--- src/rtl/edge_event_sched.sv ---
// Multi-channel edge-event scheduler.
// Each channel synchronizes its input, detects an edge of programmable polarity,
// and latches it as a pending event. Pending events are arbitrated
// (round-robin or fixed priority) and offered one at a time over valid/ack.
// A sticky overflow bit records an edge that lands on a still-pending channel.
//
// state   | meaning
// --------+---------------------------------------------------------------
// S_IDLE  | nothing offered; pick a pending channel when one exists
// S_OFFER | evt_valid high, evt_chan held until the consumer acks
module edge_event_sched #(
    parameter int   NCH  = 8,
    parameter int   SYNC = 2,
    parameter logic RR   = 1'b1
) (
    input  logic                   clk,
    input  logic                   rst,
    input  logic                   clken,
    input  logic                   cfg_wr,
    input  logic [NCH-1:0]         cfg_pos_i,
    input  logic [NCH-1:0]         cfg_ena_i,
    input  logic [NCH-1:0]         in,
    output logic                   evt_valid,
    output logic [$clog2(NCH)-1:0] evt_chan,
    input  logic                   evt_ack,
    output logic [NCH-1:0]         pend,
    output logic [NCH-1:0]         ovfl,
    input  logic                   ovfl_clr
);
    localparam int CW = $clog2(NCH);

    typedef enum logic {S_IDLE, S_OFFER} state_t;

    state_t          r_state;
    state_t          w_state_nxt;
    logic [CW-1:0]   r_chan;
    logic [CW-1:0]   w_chan_nxt;
    logic [CW-1:0]   r_ptr;
    logic [CW-1:0]   w_ptr_nxt;
    logic [NCH-1:0]  r_sync [SYNC];
    logic [NCH-1:0]  r_last;
    logic [NCH-1:0]  r_pos;
    logic [NCH-1:0]  r_ena;
    logic [NCH-1:0]  r_pend;
    logic [NCH-1:0]  r_ovfl;
    logic [NCH-1:0]  w_s;
    logic [NCH-1:0]  w_edge;
    logic [NCH-1:0]  w_ack_clr;
    logic [NCH-1:0]  w_dis_clr;
    logic [NCH-1:0]  w_pend_eff;
    logic            w_any;
    logic [CW-1:0]   w_sel;

    assign w_s = r_sync[SYNC-1];

    // Edges depend only on the synchronized value and its previous sample, so
    // a polarity rewrite alone can never fabricate an event.
    assign w_edge = clken ? (r_ena & ((r_pos & w_s & ~r_last) | (~r_pos & ~w_s & r_last)))
                          : '0;

    // Synchronizer chain and last-sample register, advanced only on clken.
    always_ff @(posedge clk or posedge rst) begin
        if (rst) begin
            for (int k = 0; k < SYNC; k++) r_sync[k] <= '0;
            r_last <= '0;
        end else if (clken) begin
            r_sync[0] <= in;
            for (int k = 1; k < SYNC; k++) r_sync[k] <= r_sync[k-1];
            r_last <= w_s;
        end
    end

    // Configuration registers; rising polarity and all channels off after reset.
    always_ff @(posedge clk or posedge rst) begin
        if (rst) begin
            r_pos <= '1;
            r_ena <= '0;
        end else if (cfg_wr) begin
            r_pos <= cfg_pos_i;
            r_ena <= cfg_ena_i;
        end
    end

    // Clear masks: the acked channel, and channels being disabled except the
    // one currently offered (it must survive until the consumer acks it).
    always_comb begin
        w_ack_clr = '0;
        w_dis_clr = cfg_wr ? ~cfg_ena_i : '0;
        if (r_state == S_OFFER) begin
            w_dis_clr[r_chan] = 1'b0;
            if (evt_ack) w_ack_clr[r_chan] = 1'b1;
        end
    end

    // Pending set/clear and sticky overflow; an edge coinciding with its own
    // ack re-pends the channel without counting as an overflow.
    always_ff @(posedge clk or posedge rst) begin
        if (rst) begin
            r_pend <= '0;
            r_ovfl <= '0;
        end else begin
            r_pend <= ((r_pend & ~w_ack_clr) | w_edge) & ~w_dis_clr;
            r_ovfl <= (r_ovfl & {NCH{~ovfl_clr}}) | (w_edge & r_pend & ~w_ack_clr);
        end
    end

    assign w_pend_eff = r_pend & ~w_dis_clr;

    // Arbiter: scan from the highest offset down so the lowest offset wins.
    always_comb begin
        int idx;
        idx   = 0;
        w_any = 1'b0;
        w_sel = '0;
        for (int i = NCH - 1; i >= 0; i--) begin
            if (RR) idx = (int'(r_ptr) + i) % NCH;
            else    idx = i;
            if (w_pend_eff[idx[CW-1:0]]) begin
                w_any = 1'b1;
                w_sel = idx[CW-1:0];
            end
        end
    end

    // FSM state, offered channel and round-robin pointer.
    always_ff @(posedge clk or posedge rst) begin
        if (rst) begin
            r_state <= S_IDLE;
            r_chan  <= '0;
            r_ptr   <= '0;
        end else begin
            r_state <= w_state_nxt;
            r_chan  <= w_chan_nxt;
            r_ptr   <= w_ptr_nxt;
        end
    end

    // FSM next state: offer on any pending bit, hold until ack, then idle one clk.
    always_comb begin
        w_state_nxt = r_state;
        w_chan_nxt  = r_chan;
        w_ptr_nxt   = r_ptr;
        case (r_state)
            S_IDLE: begin
                if (w_any) begin
                    w_state_nxt = S_OFFER;
                    w_chan_nxt  = w_sel;
                end
            end
            S_OFFER: begin
                if (evt_ack) begin
                    w_state_nxt = S_IDLE;
                    if (RR) w_ptr_nxt = (r_chan == CW'(NCH - 1)) ? '0 : r_chan + 1'b1;
                end
            end
            default: w_state_nxt = S_IDLE;
        endcase
    end

    assign evt_valid = (r_state == S_OFFER);
    assign evt_chan  = r_chan;
    assign pend      = r_pend;
    assign ovfl      = r_ovfl;

endmodule

--- config.mk ---
export PLATFORM = sky130hd
export DESIGN_NAME = edge_event_sched
export DESIGN_NICKNAME = d
export VERILOG_FILES = /design/src/rtl/edge_event_sched.sv
export SDC_FILE = /design/constraint.sdc
export NUM_CORES = 1
export LEC_CHECK = 0
export BUFFER_PORTS_ARGS = -buffer_cell sky130_fd_sc_hd__buf_2
export CAP_MARGIN = 20
export CORE_MARGIN = 4
export CORE_UTILIZATION = 35
export DETAILED_ROUTE_END_ITERATION = 8
export GPL_TIMING_DRIVEN = 0
export PLACE_DENSITY = 0.62
export SLEW_MARGIN = 20
export SYNTH_ARGS = -nofsm -noshare
export SYNTH_HDL_FRONTEND = slang
export SYNTH_SLANG_ARGS = --single-unit
--- constraint.sdc ---
create_clock -name clk -period 2.85 [get_ports clk]
set_input_delay 0.285 -clock clk [delete_from_list [all_inputs] [get_ports clk]]
set_output_delay 0.285 -clock clk [all_outputs]
set_load 0.02 [all_outputs]
# After elaboration in Yosys (flattened, before gate mapping)
# Index checks and enable logic that the tools add are counted.
# op_classes
n_bitwise	24
n_eq_ne	1
n_shift	0
n_div	0
reduce_logical	3
magnitude_cmp	10
addsub	8
n_mul	0
n_mux	43
# op_table
cell	n
bitwise AND 8 bit	12
inverter 8 bit	7
two-way mux 8 bit	5
< comparator 3 x 4 -> 1 bit (second input constant)	9
two-way mux 3 bit	9
binary-select mux 1 bit (select 3 bit)	8
OR 8 bit	3
two-way mux 1 bit	19
adder 3 bit (second input constant)	4
adder 3 x 1 -> 3 bit (second input constant)	2
adder 3 x 2 -> 3 bit (second input constant)	2
AND reduction 2 bit	2
demux 1 bit (select 3 bit)	1
equality test 3 bit (second input constant)	1
greater-or-equal comparator 3 x 1 -> 1 bit (second input constant)	1
inverter 1 bit	2
case mux 1 bit (2 select lines)	1
logical AND 1 bit	1
# totals
romBits	0
latch_bits	0
mem_count	0
out_inout_bits	20
elab_cells	99
ram_bits	0
in_bits	30
ff_bits	63

# Longest topological paths before layout
# logic_depth
word_depth	21
depth_mapped	11
mapped_depth_nobuf	9

# Worst setup path before layout
# Ideal clock, no wire load.
# synth_timing
kind	reg-to-reg
startpoint	register r_ptr[1]
endpoint	register r_chan[0] (netlist: evt_chan[0])
synth_period_minus_slack_ns	2.778
path_stages_with_launch	12
n_path_buf	2
arrival_ns	2.639
path_slack_ns	0.072
setup_time_ns	0.139
required_ns	2.711
path_cell_list	dfrtp_1 clkbuf_1 clkinv_1 ha_1 clkbuf_1 xnor2_1 mux4_2 mux2i_2 a21oi_1 o311a_1 a31oi_1 a31oi_1
# synth_via
elab_chain_cells	12
elab_cells_between_ends	40
classes_between	add/sub (7); mux (32); reduce/logical (1)
# synth_rtl
item	line_no	rtl
start, declared	38	logic [CW-1:0] r_ptr;
start signal, assigned	134	r_ptr <= w_ptr_nxt;
adder 3 bit	116	if (RR) idx = (int'(r_ptr) + i) % NCH;
binary-select mux 1 bit (select 3 bit)	118	if (w_pend_eff[idx[CW-1:0]]) begin
two-way mux 1 bit (implied by the code)	118	
two-way mux 1 bit (8 in a row)	118	
AND reduction 2 bit (no line)	n/a	
end signal, assigned	133	r_chan <= w_chan_nxt;
end, declared	36	logic [CW-1:0] r_chan;
# Parallel ways exist; a longest one is shown, timed or not. The select of a mux whose other input is x is not followed.
# A chain may end at the register's enable or synchronous reset.

# Worst setup path in the final report
# layout_timing
startpoint	register r_chan[2] (netlist: evt_chan[2])
endpoint	register r_chan[0] (netlist: evt_chan[0])
# layout_via
elab_chain_cells	20
elab_cells_between_ends	43
classes_between	order compare (2); mux (35); bitwise (4); reduce/logical (2)
# layout_rtl
item	line_no	rtl
< comparator 3 x 4 -> 1 bit (implied by the code) or greater-or-equal comparator 3 x 1 -> 1 bit (tied branches)	90	w_dis_clr[r_chan] = 1'b0;
logical AND 1 bit (implied by the code)	90	
two-way mux 1 bit (implied by the code)	90	
demux 1 bit (select 3 bit) (*)	90	
inverter 8 bit (no line) (*)	n/a	
bitwise AND 8 bit (no line) (*)	n/a	
two-way mux 8 bit (*)	89	if (r_state == S_OFFER) begin
inverter 8 bit (*)	107	assign w_pend_eff = r_pend & ~w_dis_clr;
bitwise AND 8 bit (*)	107	
binary-select mux 1 bit (select 3 bit)	118	
two-way mux 1 bit (implied by the code)	118	
two-way mux 1 bit (8 in a row)	118	
AND reduction 2 bit (no line)	n/a	
# Mark *: on every way between the ends. The rest lies on a longest branch, timed or not. The select of a mux whose other input is x is not followed.

==> impl_metrics.csv <==
group,metric,value,unit
yosys,syn_inst,375,
final_layout,syn_to_final_growth,20.84,%
placement,gp_congestion,0.8697,
cts,cts_sinks,63,
cts,cts-root-buf,"clkbuf_8",
cts,cts_tree,"built",
placement,io_buffers,47,
global_route,first_global_vias,3119,
yosys,synth_top_area_share,0.3598,
global_route,grt_pass1_wl,16040,um
placement,place_area,4260,sq um
cts,cts_buffers,9,
critical_path,crit_top_cell,"a31oi_1",
yosys,synthTopCellsByArea,"dfrtp_1 36%, mux2_2 12%, dfstp_2 5.5%",
route,antenna_left,0,
yosys,async_reset_ff_frac,1.000,
yosys,yosysUniqueCellTypes,59,
yosys,synth_top_cell_by_area,"dfrtp_1",
sta,timing.hold.ws,0.1731,ns
route,drt_first_pass_iters,4,
critical_path,crit_path_end_kind,"register",
cts,insertion_delay,0.34,ns
route,avgRoutedWirePerCell,17.06,um
critical_path,crit_family,"compound AO/OA/AOI/OAI gates",
yosys,avgSynthCellArea,10.20,sq um
die,core_area,10460,sq um
die,die_area,12670,sq um
cts,clockBufferDepth,2,
yosys,syn-num-nets,409,
die,rows,37,
critical_path,crit_arrival,2.94,ns
global_route,grt-ovfl-total,0,
sta,slew_headroom,0.5717,
pwr,p_leak,1.917,nW
sta,period_share,0.9591,
final_layout,num_antenna_cells,0,
critical_path,critPathKind,"reg -> reg",
pwr,ir_worst_vdd,330.4,uV
global_route,antenna_found_initial,0,
hold_path,holdCritPathClass,"in -> reg",
route,num_vias,3140,
yosys,ys_warn_count,0,
global_route,grt_use_total,0.1580,
critical_path,crit_chain,"buf_6 > and4bb_1 > o21ai_0 > mux4_2 > mux2i_2 > a21oi_1 > o311a_1 > a31oi_1 > a31oi_1",
sta,hold_viol,0,
die,die_height,112.5,um
yosys,synth_top_flop_cell,"dfrtp_1",
route,drt_iter0_drc,144,
route,wl,9810,um
die,die_x,112.5,um
cts,h-tree-depth,3,
placement,dp_hpwl,7643,um
critical_path,cpPeakStageDelay,0.49,ns
final_layout,nets,469,
critical_path,required,3.06,ns
pwr,power.density,995.2,nW/um^2
critical_path,path_buf_inv,1,
sta,skew,0.01317,ns
sta,period_minus_slack,2.733,ns
cts,clk_pin_slew,0.07,ns
critical_path,start_kind,"register",
sta,slew_violations,0,
final_layout,final_area,4622,sq um
outcome,status,"completed",
sta,worstMarginPinSlew,0.6424,ns
final_layout,layout.cells.most_common_list,"51 x dfrtp_1, 49 x buf_2, 42 x mux2_2",
route,drcViolationCount,0,
die,ios,50,
yosys,ys_seq_elements,63,
yosys,synth-edff-count,0,
critical_path,crit_fanout,10,
job,cap_viol_max_count,0,
route,detail_route.vias_per_cell,5.461,
critical_path,cp_slowest_cell,"mux4_2",
final_layout,layout-drive-gt1-share,0.3759,
yosys,syn_area,3825,sq um
sta,setup_viol,0,
sta,max_freq,365.8,MHz
yosys,ys_seq_area_frac,0.4148,
final_layout,final_common_cell,"dfrtp_1",
global_route,grt_start_max_net_pins,53,
die,initial_core_util,0.3656,
## power by group
group          leakage [nW]  switching, W  internal [W]  total, W
clock                 0.118      0.000336      0.000558  0.000894
combinational          1.04       0.00141       0.00104   0.00244
sequential            0.756      0.000190       0.00107   0.00126
## layer usage
layer,track usage,vias to the layer above,wire length [um]
li1,-,1512,-
met1,0.2008,1524,4155
met2,0.2591,85,4996
met3,0.04043,19,476
met4,0.05849,0,182
met5,0,-,0
## final cells by class
| cell class | instances | area (sq um) |
|---|---|---|
| Multi-Input combinational cell | 276 | 2167 |
| Timing Repair Buffer | 52 | 295.3 |
| Clock buffer | 12 | 165.2 |
| Tap cell | 136 | 170.2 |
| Clock inverter | 3 | 65.06 |
| Fill cell | 1046 | 5841 |
| Buffer | 18 | 105.1 |
| Inverter | 15 | 62.56 |
| Sequential cell | 63 | 1592 |
## worst register-to-register path: cells and delay by family, from the launching register on
kind | cells | cell delay (ns)
compound gates | 5 | 0.82
simple gates | 1 | 0.34
mux | 2 | 0.80
flops | 1 | 0.48
buf+inv | 1 | 0.17
## cells by family after synthesis
group,share of synthesized area
AOI/OAI and AO/OA,0.1737
muxes,0.1946
DFF,0.4148
xor gates and xnor gates,0.01145
adders and majority gates,0.01309
buffers and inverters,0.04416
and+or+nand+nor,0.1482
## synthesized netlist by cell type (4+ instances only)
master,number
o21ai_0,26
dfstp_2,8
a211oi_1,7
a21oi_1,14
nor2b_1,4
nand2_1,32
nor2_1,27
mux2i_1,10
inv_1,14
ha_1,4
dfrtp_1,55
buf_1,4
o21ai_1,4
clkbuf_1,9
mux4_2,7
nand2b_1,4
mux2_2,42
o211ai_1,4
o22ai_1,14
or2b_1,6
nand3_1,13
nor3_1,6
a31oi_1,4
## per-stage QoR
step	util	power (W)	instances	setup slack [ns]	TNS, ns
final	0.4418	0.004600	575	0.1165	0
after global placement	0.4043	0.003487	558	-0.5665	-1.905
after CTS	0.4312	0.004474	572	0.002463	0
after global routing	0.4418	0.004929	575	-0.02266	-0.02266
after detailed placement	0.4072	0.003510	559	-0.5777	-1.987
after floorplan	-	0.002926	375	0.07219	0
## flip-flops by register name, indices dropped and copies added, names as in the netlist, 8 cells and up
name	cells
r_pos	8
r_sync	8
r_last	8
r_ena	8
w_s	8
ovfl	8
pend	8
## what timing repair did
item | 4_1_cts | 5_1_grt
endpoints found under the hold margin | 10 | 0
hold buffers | 1 | 0
setup buffers | 0 | 3
cloned | 0 | 0
pin swaps | 0 | 3
gates resized for setup | 6 | 23
setup endpoints to repair | 4 | 4
## final timing paths
check                                        start                      end  slack (ns)  depth (start not counted)
max                        evt_chan[2]$_DFFE_PP0P_  evt_chan[0]$_DFFE_PP0P_        0.12                          9
min                                   cfg_pos_i[7]     r_pos[7]$_DFFE_PP1P_        0.17                          2
max reg2reg                evt_chan[2]$_DFFE_PP0P_  evt_chan[0]$_DFFE_PP0P_        0.12                          9
min reg2reg                 r_sync[15]$_DFFE_PP0P_       w_s[7]$_DFFE_PP0P_        0.50                          1
max in group asynchronous                      rst     r_pos[5]$_DFFE_PP1P_        1.90                          4
min in group asynchronous                      rst       w_s[1]$_DFFE_PP0P_        0.40                          3
No activity file was read; power rests on OpenSTA's default activity.
